===== config.mk =====
export PLATFORM = sky130hd
export DESIGN_NAME = lfsr_equiv_seq_flat
export DESIGN_NICKNAME = d
export VERILOG_FILES = /design/src/rtl/lfsr_equiv_pkg.sv /design/src/rtl/lfsr_equiv_seq_if.sv /design/src/rtl/stim_lfsr32.sv /design/src/rtl/lfsr_equiv_seq.sv /design/src/flat_wrapper.sv
export SDC_FILE = /design/constraint.sdc
export NUM_CORES = 1
export LEC_CHECK = 0
export ABC_AREA = 0
export BUFFER_PORTS_ARGS = -buffer_cell sky130_fd_sc_hd__buf_2
export CORE_ASPECT_RATIO = 2
export CORE_MARGIN = 2
export CORE_UTILIZATION = 50
export DETAILED_ROUTE_END_ITERATION = 8
export PLACE_DENSITY = 0.71
export REMOVE_ABC_BUFFERS = 1
export SYNTH_ARGS = -nofsm -noshare
export SYNTH_HDL_FRONTEND = slang
export SYNTH_SLANG_ARGS = --single-unit

===== constraint.sdc =====
create_clock -name CLK -period 6.8 [get_ports CLK]
set_clock_uncertainty 0.15 [all_clocks]
set_input_delay 0.34 -clock CLK [delete_from_list [all_inputs] [get_ports CLK]]
set_output_delay 0.34 -clock CLK [all_outputs]
set_load 0.05 [all_outputs]

===== src/rtl/lfsr_equiv_pkg.sv =====
// Shared types for the Fibonacci/Galois LFSR equivalence sequencer.
package lfsr_equiv_pkg;

  localparam int unsigned CNT_WIDTH_DEF = 16;
  localparam logic [31:0] STIM_POLY_DEF = 32'h8020_0003;

  typedef enum logic [1:0] {
    ST_IDLE   = 2'd0,
    ST_SHIFT  = 2'd1,
    ST_CHECK  = 2'd2,
    ST_REPORT = 2'd3
  } lfsr_equiv_state_e;

  // Result payload layout, MSB first, at the default counter width.
  typedef struct packed {
    logic                     pass;
    logic                     aborted;
    logic [CNT_WIDTH_DEF-1:0] first_idx;
    logic [CNT_WIDTH_DEF-1:0] mism_cnt;
  } lfsr_equiv_result_t;

endpackage


===== src/rtl/lfsr_equiv_seq_if.sv =====
// Command, LFSR-pair and result signals of the equivalence sequencer.
interface lfsr_equiv_seq_if #(
  parameter int unsigned CNT_WIDTH = 16
);
  logic                     start__ENA;
  logic [CNT_WIDTH-1:0]     start_count;
  logic [31:0]              start_seed;
  logic                     start__RDY;
  logic                     abort__ENA;
  logic                     fib_shiftBit__ENA;
  logic                     gal_shiftBit__ENA;
  logic                     fib_shiftBit_v;
  logic                     gal_shiftBit_v;
  logic                     fib_shiftBit__RDY;
  logic                     gal_shiftBit__RDY;
  logic                     fib_outBit;
  logic                     gal_outBit;
  logic                     fib_outBit__RDY;
  logic                     gal_outBit__RDY;
  logic                     result__ENA;
  logic [2*CNT_WIDTH+1:0]   result_v;
  logic                     result__RDY;

  // Sequencer side.
  modport slave (
    input  start__ENA, start_count, start_seed, abort__ENA,
    input  fib_shiftBit__RDY, gal_shiftBit__RDY,
    input  fib_outBit, gal_outBit, fib_outBit__RDY, gal_outBit__RDY,
    input  result__RDY,
    output start__RDY, fib_shiftBit__ENA, gal_shiftBit__ENA,
    output fib_shiftBit_v, gal_shiftBit_v, result__ENA, result_v
  );

  // Harness side: command source, LFSR pair and result consumer.
  modport master (
    output start__ENA, start_count, start_seed, abort__ENA,
    output fib_shiftBit__RDY, gal_shiftBit__RDY,
    output fib_outBit, gal_outBit, fib_outBit__RDY, gal_outBit__RDY,
    output result__RDY,
    input  start__RDY, fib_shiftBit__ENA, gal_shiftBit__ENA,
    input  fib_shiftBit_v, gal_shiftBit_v, result__ENA, result_v
  );

endinterface


===== src/rtl/stim_lfsr32.sv =====
// 32-bit Galois stimulus generator: loadable seed (zero forced to 1), one step per advance strobe.
module stim_lfsr32
  import lfsr_equiv_pkg::*;
#(
  parameter logic [31:0] POLY = STIM_POLY_DEF
) (
  input  logic        clk,
  input  logic        rst_n,
  input  logic        load_i,
  input  logic [31:0] seed_i,
  input  logic        advance_i,
  output logic        bit_o,
  output logic [31:0] state_o
);

  logic [31:0] state_q, state_d;

  always_comb begin
    state_d = state_q;
    if (load_i) begin
      state_d = (seed_i == 32'h0) ? 32'h1 : seed_i;
    end else if (advance_i) begin
      state_d = (state_q >> 1) ^ (state_q[0] ? POLY : 32'h0);
    end
  end

  always_ff @(posedge clk or negedge rst_n) begin
    if (!rst_n) state_q <= 32'h0;
    else        state_q <= state_d;
  end

  assign bit_o   = state_q[0];
  assign state_o = state_q;

endmodule


===== src/rtl/lfsr_equiv_seq.sv =====
// Runs a bounded, seeded stimulus stream through a Fib/Gal LFSR pair in lock-step,
// counts output mismatches and reports the verdict on a valid/ready result port.
module lfsr_equiv_seq
  import lfsr_equiv_pkg::*;
#(
  parameter int unsigned CNT_WIDTH = CNT_WIDTH_DEF,
  parameter logic [31:0] STIM_POLY = STIM_POLY_DEF
) (
  input logic             CLK,
  input logic             nRST,
  lfsr_equiv_seq_if.slave bus
);

  localparam int unsigned          RES_WIDTH = 2*CNT_WIDTH + 2;
  localparam logic [CNT_WIDTH-1:0] CNT_ONES  = '1;

  lfsr_equiv_state_e     state_q, state_d;
  logic [CNT_WIDTH-1:0]  remaining_q, remaining_d;
  logic [CNT_WIDTH-1:0]  step_q, step_d;
  logic [CNT_WIDTH-1:0]  mism_cnt_q, mism_cnt_d;
  logic [CNT_WIDTH-1:0]  first_idx_q, first_idx_d;
  logic                  aborted_q, aborted_d;
  logic                  start_rdy_q, start_rdy_d;
  logic                  result_ena_q, result_ena_d;
  logic [RES_WIDTH-1:0]  result_v_q, result_v_d;

  logic                  accept_c;
  logic                  shift_ena_c;
  logic                  pass_c;
  logic                  stim_bit;
  logic [31:0]           stim_state;
  logic                  unused_stim_state;

  // Abort pre-empts a shift that would otherwise issue in the same cycle.
  assign accept_c    = (state_q == ST_IDLE) && bus.start__ENA;
  assign shift_ena_c = (state_q == ST_SHIFT) && bus.fib_shiftBit__RDY &&
                       bus.gal_shiftBit__RDY && !bus.abort__ENA;

  stim_lfsr32 #(
    .POLY (STIM_POLY)
  ) u_stim (
    .clk       (CLK),
    .rst_n     (nRST),
    .load_i    (accept_c),
    .seed_i    (bus.start_seed),
    .advance_i (shift_ena_c),
    .bit_o     (stim_bit),
    .state_o   (stim_state)
  );

  assign unused_stim_state = ^stim_state[31:1];

  always_comb begin
    state_d      = state_q;
    remaining_d  = remaining_q;
    step_d       = step_q;
    mism_cnt_d   = mism_cnt_q;
    first_idx_d  = first_idx_q;
    aborted_d    = aborted_q;

    case (state_q)
      ST_IDLE: begin
        if (accept_c) begin
          remaining_d = bus.start_count;
          step_d      = '0;
          mism_cnt_d  = '0;
          first_idx_d = CNT_ONES;
          aborted_d   = 1'b0;
          state_d     = (bus.start_count == '0) ? ST_REPORT : ST_SHIFT;
        end
      end
      ST_SHIFT: begin
        if (bus.abort__ENA) begin
          aborted_d = 1'b1;
          state_d   = ST_REPORT;
        end else if (shift_ena_c) begin
          remaining_d = remaining_q - CNT_WIDTH'(1);
          state_d     = ST_CHECK;
        end
      end
      ST_CHECK: begin
        // An abort here drops the pending compare entirely.
        if (bus.abort__ENA) begin
          aborted_d = 1'b1;
          state_d   = ST_REPORT;
        end else if (bus.fib_outBit__RDY && bus.gal_outBit__RDY) begin
          if (bus.fib_outBit != bus.gal_outBit) begin
            if (mism_cnt_q != CNT_ONES)  mism_cnt_d  = mism_cnt_q + CNT_WIDTH'(1);
            if (first_idx_q == CNT_ONES) first_idx_d = step_q;
          end
          step_d  = step_q + CNT_WIDTH'(1);
          state_d = (remaining_q == '0) ? ST_REPORT : ST_SHIFT;
        end
      end
      ST_REPORT: begin
        if (bus.result__RDY) state_d = ST_IDLE;
      end
      default: state_d = ST_IDLE;
    endcase

    // Registered outputs follow the next state so they line up with it.
    pass_c       = (mism_cnt_d == '0) && !aborted_d;
    start_rdy_d  = (state_d == ST_IDLE);
    result_ena_d = (state_d == ST_REPORT);
    result_v_d   = (state_d == ST_REPORT) ?
                   {pass_c, aborted_d, first_idx_d, mism_cnt_d} : '0;
  end

  always_ff @(posedge CLK or negedge nRST) begin
    if (!nRST) begin
      state_q      <= ST_IDLE;
      remaining_q  <= '0;
      step_q       <= '0;
      mism_cnt_q   <= '0;
      first_idx_q  <= '0;
      aborted_q    <= 1'b0;
      start_rdy_q  <= 1'b1;
      result_ena_q <= 1'b0;
      result_v_q   <= '0;
    end else begin
      state_q      <= state_d;
      remaining_q  <= remaining_d;
      step_q       <= step_d;
      mism_cnt_q   <= mism_cnt_d;
      first_idx_q  <= first_idx_d;
      aborted_q    <= aborted_d;
      start_rdy_q  <= start_rdy_d;
      result_ena_q <= result_ena_d;
      result_v_q   <= result_v_d;
    end
  end

  assign bus.start__RDY        = start_rdy_q;
  assign bus.fib_shiftBit__ENA = shift_ena_c;
  assign bus.gal_shiftBit__ENA = shift_ena_c;
  assign bus.fib_shiftBit_v    = shift_ena_c & stim_bit;
  assign bus.gal_shiftBit_v    = shift_ena_c & stim_bit;
  assign bus.result__ENA       = result_ena_q;
  assign bus.result_v          = result_v_q;

endmodule


===== src/flat_wrapper.sv =====
// flat-port wrapper written by rule: the top's interface ports become plain ports
module lfsr_equiv_seq_flat import lfsr_equiv_pkg::*;
#(
  parameter int unsigned CNT_WIDTH = CNT_WIDTH_DEF,
  parameter logic [31:0] STIM_POLY = STIM_POLY_DEF
)
  (CLK, nRST, bus_start__ENA, bus_start_count, bus_start_seed, bus_abort__ENA, bus_fib_shiftBit__RDY, bus_gal_shiftBit__RDY, bus_fib_outBit, bus_gal_outBit, bus_fib_outBit__RDY, bus_gal_outBit__RDY, bus_result__RDY, bus_start__RDY, bus_fib_shiftBit__ENA, bus_gal_shiftBit__ENA, bus_fib_shiftBit_v, bus_gal_shiftBit_v, bus_result__ENA, bus_result_v);
  lfsr_equiv_seq_if #(.CNT_WIDTH(CNT_WIDTH)) bus_i ();
  input logic CLK;
  input logic nRST;
  input wire logic [$bits(bus_i.start__ENA)-1:0] bus_start__ENA;
  input wire logic [$bits(bus_i.start_count)-1:0] bus_start_count;
  input wire logic [$bits(bus_i.start_seed)-1:0] bus_start_seed;
  input wire logic [$bits(bus_i.abort__ENA)-1:0] bus_abort__ENA;
  input wire logic [$bits(bus_i.fib_shiftBit__RDY)-1:0] bus_fib_shiftBit__RDY;
  input wire logic [$bits(bus_i.gal_shiftBit__RDY)-1:0] bus_gal_shiftBit__RDY;
  input wire logic [$bits(bus_i.fib_outBit)-1:0] bus_fib_outBit;
  input wire logic [$bits(bus_i.gal_outBit)-1:0] bus_gal_outBit;
  input wire logic [$bits(bus_i.fib_outBit__RDY)-1:0] bus_fib_outBit__RDY;
  input wire logic [$bits(bus_i.gal_outBit__RDY)-1:0] bus_gal_outBit__RDY;
  input wire logic [$bits(bus_i.result__RDY)-1:0] bus_result__RDY;
  output wire logic [$bits(bus_i.start__RDY)-1:0] bus_start__RDY;
  output wire logic [$bits(bus_i.fib_shiftBit__ENA)-1:0] bus_fib_shiftBit__ENA;
  output wire logic [$bits(bus_i.gal_shiftBit__ENA)-1:0] bus_gal_shiftBit__ENA;
  output wire logic [$bits(bus_i.fib_shiftBit_v)-1:0] bus_fib_shiftBit_v;
  output wire logic [$bits(bus_i.gal_shiftBit_v)-1:0] bus_gal_shiftBit_v;
  output wire logic [$bits(bus_i.result__ENA)-1:0] bus_result__ENA;
  output wire logic [$bits(bus_i.result_v)-1:0] bus_result_v;
  assign bus_i.start__ENA = bus_start__ENA;
  assign bus_i.start_count = bus_start_count;
  assign bus_i.start_seed = bus_start_seed;
  assign bus_i.abort__ENA = bus_abort__ENA;
  assign bus_i.fib_shiftBit__RDY = bus_fib_shiftBit__RDY;
  assign bus_i.gal_shiftBit__RDY = bus_gal_shiftBit__RDY;
  assign bus_i.fib_outBit = bus_fib_outBit;
  assign bus_i.gal_outBit = bus_gal_outBit;
  assign bus_i.fib_outBit__RDY = bus_fib_outBit__RDY;
  assign bus_i.gal_outBit__RDY = bus_gal_outBit__RDY;
  assign bus_i.result__RDY = bus_result__RDY;
  assign bus_start__RDY = bus_i.start__RDY;
  assign bus_fib_shiftBit__ENA = bus_i.fib_shiftBit__ENA;
  assign bus_gal_shiftBit__ENA = bus_i.gal_shiftBit__ENA;
  assign bus_fib_shiftBit_v = bus_i.fib_shiftBit_v;
  assign bus_gal_shiftBit_v = bus_i.gal_shiftBit_v;
  assign bus_result__ENA = bus_i.result__ENA;
  assign bus_result_v = bus_i.result_v;
  lfsr_equiv_seq #(.CNT_WIDTH(CNT_WIDTH), .STIM_POLY(STIM_POLY)) u_core (.CLK(CLK), .nRST(nRST), .bus(bus_i));
endmodule

# ---- Word-level counts from Yosys, hierarchy flattened
# Cells that the tools add are included.
dict set report totals {
  reg_bits 135
  inputBits 59
  out_inout_bits 40
  wordCells 84
}
dict set report classes {
  add_sub_neg 3
  eq_ne 12
  mux 37
  n_bitwise 2
  n_reduce_logical 20
}
# operator count
set ops {}
lappend ops {{2-to-1 mux 16 bit} 16}
lappend ops {{2-to-1 mux 32 bit} 4}
lappend ops {{case mux 16 bit (2 select lines)} 4}
lappend ops {{zero test 16 bit} 3}
lappend ops {{2-to-1 mux 34 bit} 1}
lappend ops {{adder 16 x 1 -> 16 bit (second input constant)} 2}
lappend ops {{zero test 32 bit} 1}
lappend ops {{XOR 31 x 32 -> 32 bit} 1}
lappend ops {{== test 16 bit (second input constant)} 1}
lappend ops {{2-to-1 mux 2 bit} 8}
lappend ops {{!= test 16 bit (second input constant)} 1}
lappend ops {{subtractor 16 x 1 -> 16 bit (second input constant)} 1}
lappend ops {{case mux 2 bit (4 select lines)} 1}
lappend ops {{AND reduction 4 bit} 2}
lappend ops {{== test 2 bit (second input constant)} 3}
lappend ops {{logical AND 1 bit} 6}
lappend ops {{!= test 2 x 1 -> 1 bit (second input constant)} 3}
lappend ops {{nonzero test 2 bit} 3}
lappend ops {{zero test 2 bit} 2}
lappend ops {{!= test 2 bit (second input constant)} 2}
lappend ops {{== test 2 x 1 -> 1 bit (second input constant)} 1}
lappend ops {{zero test 1 bit} 2}
lappend ops {{2-to-1 mux 1 bit} 2}
lappend ops {{case mux 1 bit (2 select lines)} 1}
lappend ops {{3 further kinds} 3}

# ---- Depth between registers and ports, before layout
# Gate-level depths: netlist (run 1).
dict set report depth {
  depth_word 9
  mapped_depth 10
  mapped_depth_nobuf 9
}

# ---- Hierarchy
# From an unflattened synthesis (run 1), not the netlist that was laid out.
dict set report unflattened {
  hier_cells 660
  hier_area_um2 6525.0
}
# mod n_inst cells_per_inst area_per_inst_um2 seq_area_each_um2
set by_module_without_submodules {}
lappend by_module_without_submodules {lfsr_equiv_seq 1 504 4923.5 2578.7}
lappend by_module_without_submodules {stim_lfsr32 1 156 1601.5 800.8}

# ---- Least setup slack after synthesis (run 1)
# Ideal clock, no wire load.
dict set report synth_timing {
  path_type {register -> register}
  startpoint {register u_core.state_q[0]}
  endpoint {register u_core.step_q[15]}
  setup_time_ps 132
  arrival_ps 2293
  required_ps 6518
  path_slack_ps 4225
  stages_incl_launch_ff 11
  path_cell_list {dfrtp_1 -> inv_1 -> ha_1 -> buf_2 -> mux2i_1 -> a2111oi_0 -> nand4_1 -> nor2_1 -> nand3_1 -> xor2_1 -> nor2_1}
}
dict set report synth_between {
  elab_chain_len 4
  elab_cells_between_ends 9
  classes_between {eq/ne: 4; mux: 1; reduce/logical: 4}
}
# item line_no
set synth_lines {}
lappend synth_lines {{start, declared} lfsr_equiv_seq.sv:17} ;# lfsr_equiv_state_e state_q, state_d;
lappend synth_lines {{start signal, assigned} lfsr_equiv_seq.sv:121} ;# state_q <= state_d;
lappend synth_lines {{zero test 2 bit} {lfsr_equiv_seq.sv:35, lfsr_equiv_seq.sv:61}}
lappend synth_lines {{logical AND 1 bit} lfsr_equiv_seq.sv:35} ;# assign accept_c = (state_q == ST_IDLE) && bus.start__ENA;
lappend synth_lines {{!= test 2 x 1 -> 1 bit (no line)} n/a}
lappend synth_lines {{AND reduction 4 bit (no line)} n/a}
lappend synth_lines {{end signal, assigned} lfsr_equiv_seq.sv:123} ;# step_q <= step_d;
lappend synth_lines {{end, declared} lfsr_equiv_seq.sv:19} ;# logic [CNT_WIDTH-1:0] step_q, step_d;
# Several ways; a longest one is shown, not always the timed one.
# A chain may end at the register's enable or synchronous reset.

# ---- Worst setup path after layout (run 1)
# Ends and elaborated chain as after synthesis.

==> flow_summary.toml, run 1 <==
[run_status]
status = "finished, final reports clean"

[routing]
drt-pass1-iter-count = 4
final_antenna_net_count = 0
wl_per_cell_um = 15.7
viasPerCell = 5.76
drt_iter0_markers = 348
drt_wl_total_um = 15200
drc = 0
via_count = 5561

[power]
powerDensity_nw_per_um2 = 435
vdd_ir_drop_max_mv = 0.256
p_leak_nw = 3.63

[cts]
cts.clk_slew.worst_paths_ns = 0.06
numCtsBuffers = 17
clock_sinks = 135
cts_root_buf = "clkbuf_16"
htreeDepth = 4
clkLatencyLatePin_ns = 0.41
clock_path_buffers = 2
post_cts_buffers = 0
cts_tree = "done"

[sta]
tns_ns = 0
worstMarginPinSlew_ns = 1.12
max_freq_ghz = 0.268
slew_headroom = 0.253
fin_crit_sh = 0.549
finalMaxSlewViolations = 0
finalSetupViolations = 0
hold_viol = 0
fin_crit_ns = 3.74
rsz0062_at_grt = "no"

[setup_path]
cp_max_fo = 32
rrSetupSlack_ns = 3.06
required_ns = 6.90
startpoint_type = "register"
worstPathArrival_ns = 3.84
end_kind = "register"
critical_path_class = "reg2reg"

[finish]
drive_above_1_share = 0.183
area_delta_synth_final_pct = 18.9
antenna_cells = 0
stdcell_area_sq_um = 7740
fin_nets = 867
fill_cells = 1123

[die]
die_h_um = 165
coreArea_sq_um = 12800
ioPinCount = 99
rows = 59
die_w_um = 84.7
start_util = 0.507
die-area_sq_um = 14000

[logic_synthesis]
synth_ff_type = "dfrtp_1"
synth_area_sq_um = 6510
syn_avg_cell_area_sq_um = 9.10
async_flop_share = 1.00
synth_cell_type_count = 62
postSynthCellCount = 716
synth-warning-count = 0
synth_edf_count = 0
synth-seq-cells = 135
seq_area_frac_synth = 0.519

[grt]
grt_use_total = 0.226
gr-total-overflow = 0
grt_pass1_vias = 5398
grt_pass1_wl_um = 25600
grt_max_degree = 71
antenna_found_initial = 0

[placed_design]
routabilityCongestion = 0.826
post_dp_cell_area_sq_um = 7080
io_buffers = 98
hpwlAfterDp_um = 10200

[min_path]
hold_class = "in2reg"

[job]
drv_cap = 0
==> final cells by class <==
class                      instances  area (sq um)  area share
inverter                          23          86.3      0.0111
timing repair buffer             107           572      0.0738
clock inverter                    14           196      0.0254
sequential                       135          3380       0.436
clock buffer                      18           439      0.0567
multi-input combinational        517          2880       0.372
tap                              152           190      0.0246
==> critical path, stage by stage, from the launching register on <==
cell and delay [ns]:
dfrtp_1 0.43, inv_1 0.10, ha_1 0.90, mux2i_1 0.16, buf_4 0.27, a2111oi_0 0.61, nand4_1 0.27, nor2_1 0.31
nand3_1 0.15, xor2_1 0.16, nor2_1 0.06
==> power breakdown <==
part,leakage (nW),internal [W],switching (W)
sequential,1.65,0.00106,0.000160
clock,0.315,0.000627,0.000356
combinational,1.66,0.000380,0.000787
total,3.63,0.00207,0.00130
==> flip-flops by register name (all words and copies together) (netlist names) <==
signal / count
u_core.state_q: 2
u_core.bus.result__ENA: 1
u_core.first_idx_q: 16
u_core.bus.result_v: 34
u_core.mism_cnt_q: 16
u_core.remaining_q: 16
u_core.bus.start__RDY: 1
u_core.step_q: 16
u_core.u_stim.state_o: 32
u_core.aborted_q: 1
==> synthesized netlist by cell type, drive strengths merged, types with 4 or more instances <==
cell,n,share of area
xnor2,10,0.013
nor2b,9,0.0086
or3,8,0.0077
o22a,7,0.0094
and3,9,0.0086
mux2i,4,0.0061
nor3,10,0.0077
a21oi,51,0.039
o21ai,42,0.032
nand2,122,0.071
buf,6,0.0058
xor2,13,0.019
inv,23,0.013
nand2b,7,0.0067
ha,7,0.013
dfrtp,134,0.51
nor2,73,0.042
nand3,17,0.014
clkbuf,35,0.020
nand4,19,0.019
a31oi,34,0.033
o22ai,6,0.0058
nor4,23,0.025
==> layout by cell type, fill, tap and decap left out, types with 4 or more instances in the layout <==
| cell | n |
|---|---|
| a31oi_1 | 34 |
| or3_1 | 8 |
| clkinv_4 | 4 |
| ha_1 | 7 |
| mux2i_1 | 4 |
| xor2_1 | 12 |
| buf_4 | 6 |
| nand3_1 | 16 |
| bufinv_16 | 4 |
| buf_2 | 97 |
| nand2_1 | 120 |
| nand2b_1 | 7 |
| dfrtp_1 | 134 |
| and3_1 | 9 |
| a21oi_1 | 51 |
| o22ai_1 | 6 |
| nor3_1 | 10 |
| nor4_1 | 21 |
| inv_1 | 23 |
| clkbuf_16 | 17 |
| nor2b_1 | 9 |
| xnor2_1 | 10 |
| o21ai_0 | 42 |
| nand4_1 | 18 |
| o22a_1 | 7 |
| nor2_1 | 73 |
==> final timing paths <==
check / cells after the start / start / to
max: 10 / u_core.state_q[0] / u_core.step_q[15]
min: 3 / bus_start_seed[1] / u_core.u_stim.state_o[1]
max reg2reg: 10 / u_core.state_q[0] / u_core.step_q[15]
min reg2reg: 1 / u_core.remaining_q[0] / u_core.remaining_q[0]
max in group asynchronous: 3 / nRST / u_core.bus.result_v[12]
min in group asynchronous: 2 / nRST / u_core.remaining_q[6]
==> kinds of logic after synthesis <==
kind of cell / after synthesis / share of synthesized area
flip-flops: 135 / 0.519
AND/OR/NAND/NOR: 316 / 0.234
multiplexers: 6 / 0.00961
buffers and inverters: 64 / 0.0392
AO/OA/AOI/OAI: 165 / 0.153
adder cells (fa/ha/maj): 7 / 0.0134
XOR/XNOR: 23 / 0.0321
==> routing by layer <==
layer	routed length, um	up-vias	global-route usage
li1	-	2700	-
met1	6750	2697	0.303
met2	7460	149	0.369
met3	761	15	0.0462
met4	214	0	0.0722
met5	0	-	0
==> per-stage QoR <==
stage | instances | total power [W] | utilization | setup WS (ns) | hold WS [ns]
after global routing | 966 | 0.00360 | 0.603 | 2.60 | 0.0202
after global placement | 931 | 0.00235 | 0.551 | 3.14 | 0.232
after floorplan | 675 | 0.00205 | - | 2.18 | -0.106
final | 966 | 0.00337 | 0.603 | 3.06 | 0.0209
after CTS | 966 | 0.00340 | 0.603 | 3.06 | 0.00603
after detailed placement | 931 | 0.00240 | 0.551 | 3.12 | 0.230
==> timing repair <==
item                      4_1_cts  5_1_grt
hold endpoints to repair       71        0
hold buffers                    3        0
resized for setup               0        0
Note: power is estimated with default switching activity, not from simulation.
==> run 2: changes to the inputs <==
--- a/config.mk
+++ b/config.mk
@@ -5,13 +5,13 @@
 export SDC_FILE = /design/constraint.sdc
 export NUM_CORES = 1
 export LEC_CHECK = 0
-export ABC_AREA = 0
+export ABC_AREA = 1
 export BUFFER_PORTS_ARGS = -buffer_cell sky130_fd_sc_hd__buf_2
 export CORE_ASPECT_RATIO = 2
 export CORE_MARGIN = 2
 export CORE_UTILIZATION = 50
 export DETAILED_ROUTE_END_ITERATION = 8
-export PLACE_DENSITY = 0.71
+export PLACE_DENSITY = 0.7
 export REMOVE_ABC_BUFFERS = 1
 export SYNTH_ARGS = -nofsm -noshare
 export SYNTH_HDL_FRONTEND = slang
==> constraint.sdc (replaced) <==
create_clock -name CLK -period 3.55 [get_ports CLK]
set_clock_uncertainty 0.15 [all_clocks]
set_input_delay 0.1775 -clock CLK [delete_from_list [all_inputs] [get_ports CLK]]
set_output_delay 0.1775 -clock CLK [all_outputs]
set_load 0.05 [all_outputs]
==> run 2 against run 1 <==
Final cell count increased by 22%. Sequential share of layout area decreased by 4.6 points. Flip-flop and latch count unchanged. First-iteration DRC count increased by 23%. Fmax increased by 28%. Highest routed layer unchanged. Area after synthesis increased by 7.1%. Count of clock-buffer cells in the layout increased by 1.
==> flow_summary.toml, run 2 <==
[cts]
clkLatencyLatePin_ns = 0.41
clock_path_buffers = 2
cts_root_buf = "clkbuf_16"
cts.clk_slew.worst_paths_ns = 0.06
clock_sinks = 135
htreeDepth = 4
numCtsBuffers = 17
post_cts_buffers = 0
cts_tree = "done"

[power]
intPower_w = 0.00387
power_switching_w = 0.00274
p_leak_nw = 4.40
p_clk_frac = 0.262
power_w = 0.00662
p_seq_frac = 0.342
combPwrFrac = 0.397
powerDensity_nw_per_um2 = 764
vdd_ir_drop_max_mv = 0.508
sw_frac_of_total = 0.415

[die]
rows = 61
die_w_um = 87.5
start_util = 0.508
die_h_um = 171
coreArea_sq_um = 13700
die-area_sq_um = 15000
ioPinCount = 99

[routing]
viasPerCell = 5.40
drt-pass1-iter-count = 5
wl_per_cell_um = 14.9
drt_iter0_markers = 428
final_antenna_net_count = 0
via_count = 6361
drc = 0
drt_wl_total_um = 17600

[sta]
fin_crit_ns = 2.91
worstMarginPinSlew_ns = 1.02
hold_viol = 0
tns_ns = 0
finalMaxSlewViolations = 0
max_freq_ghz = 0.343
fin_crit_sh = 0.821
finalSetupViolations = 0
finalWorstSetupSlack_ns = 0.635
rsz0062_at_grt = "no"
slew_headroom = 0.318

[run_status]
status = "finished, final reports clean"

[logic_synthesis]
seq_area_frac_synth = 0.484
synth_area_sq_um = 6980
yosys.area.top_type_share = 0.481
synth_commonest_cells = "nand2_1 (159), dfrtp_1 (134), inv_1 (128)"
synth_area_leaders = "dfrtp_1 (48%), nand2_1 (8.6%), inv_1 (6.9%)"
syn_avg_cell_area_sq_um = 8.08
synth_area_leader_cell = "dfrtp_1"
synth-seq-cells = 135
async_flop_share = 1.00
synth_cell_type_count = 48
synth_edf_count = 0
synth-warning-count = 0
synth_ff_type = "dfrtp_1"
postSynthCellCount = 863
yosysMostFrequentCell = "nand2_1"

[min_path]
hold_class = "in2reg"
hold_depth = 5

[grt]
grt_max_degree = 114
grt_pass1_wl_um = 29700
grt_pass1_vias = 6288
gr-total-overflow = 0
grt_use_total = 0.249
antenna_found_initial = 0

[setup_path]
rr_worst_depth = 9
max_stage_delay_ns = 0.64
end_kind = "register"
critical_path_class = "reg2reg"
path_cells = "inv_1, ha_1, o21ai_0, nand4_1, o21a_1, nand3_2, nor2_1, nand2_1, nor2_2"
required_ns = 3.75
critPathSlowestCell = "nand3_2"
cp_max_fo = 35
worstPathArrival_ns = 3.11
startpoint_type = "register"

[finish]
antenna_cells = 0
instances_no_fill = 1179
fill_cells = 1183
largest_reg_flops = 34
fin_nets = 1075
layout_commonest_cell = "nand2_1"
area_delta_synth_final_pct = 24.2
final_cell_mix = "nand2_1 (159), dfrtp_1 (134), inv_1 (128)"
drive_above_1_share = 0.183

[placed_design]
io_buffers = 98
placed_cells = 1102
hpwlAfterDp_um = 11800
dpl_worst_slack_ns = 0.696
routabilityCongestion = 0.888

[job]
drv_cap = 0
[run 2: changes by cell type after synthesis, sizes merged, moves of 22 or more]
cell	change
a221oi	+22
a31oi	-31
inv	+110
nand2	+47
nand3	+30
nor2	+53
[run 2: worst max-delay path, delay by kind of cell (launching register included)]
family | cells | cell delay (ns)
AOI/OAI and AO/OA | 2 | 0.40
adders and majority gates | 1 | 0.51
buffers and inverters | 1 | 0.12
DFF | 1 | 0.43
and+or+nand+nor | 5 | 1.23
[run 2: layout make-up]
type	count	area [sq um]	share of cell area
tap	157	196	0.0227
inverter	135	508	0.0586
timing repair buffer	155	1040	0.120
clock inverter	13	148	0.0170
clock buffer	19	433	0.0500
sequential	135	3380	0.390
multi-input combinational	565	2960	0.342
[run 2: kinds of logic (layout without fill, tap and decap cells)]
| group | after synthesis | count (layout) | share of synthesized area |
|---|---|---|---|
| compound gates | 157 | 157 | 0.140 |
| xor+xnor | 10 | 10 | 0.0126 |
| fa+ha+maj | 7 | 7 | 0.0126 |
| buf+inv | 163 | 322 | 0.0911 |
| flops | 135 | 135 | 0.484 |
| simple gates | 391 | 391 | 0.260 |
[run 2: per-stage QoR]
step,utilization,hold WS [ns],area [sq um]
2_1_floorplan,-,-0.268,6850
4_1_cts,0.631,0.00701,8660
6_report,0.631,0.0380,8660
5_1_grt,0.631,0.0534,8660
3_5_place_dp,0.555,0.251,7630
3_3_place_gp,0.555,0.247,7630
[run 2: layer usage]
metal | vias to the layer above | part of all wire | global-route usage
met5 | - | 0 | 0
met4 | 0 | 0.024 | 0.0970
met3 | 36 | 0.041 | 0.0425
met2 | 193 | 0.51 | 0.408
met1 | 3008 | 0.43 | 0.325
li1 | 3124 | - | -
[run 2: repair_timing]
action                                 CTS  global route
gates resized for setup                  0             0
hold buffers                            45             0
endpoints found under the hold margin  154             0
[run 2: path summary, 6_finish.rpt]
path / slack, ns / endpoint / startpoint
worst min register to register: 0.36 / u_core.first_idx_q[0] / u_core.first_idx_q[0]
min in group asynchronous: 0.32 / u_core.u_stim.state_o[10] / nRST
max in group asynchronous: 2.08 / u_core.bus.result_v[0] / nRST
worst min-delay path: 0.04 / u_core.remaining_q[14] / bus_start_count[14]
worst max register to register: 0.64 / u_core.bus.result_v[33] / u_core.state_q[0]
worst max-delay path: 0.64 / u_core.bus.result_v[33] / u_core.state_q[0]
[run 2: power by group through the flow]
stage	sequential, W	combinational [W]	clock (W)
floorplan	0.00248	0.00161	0
global placement	0.00227	0.00250	0
detailed placement	0.00228	0.00256	0
CTS	0.00226	0.00262	0.00177
global route	0.00231	0.00298	0.00183
finish	0.00226	0.00262	0.00173
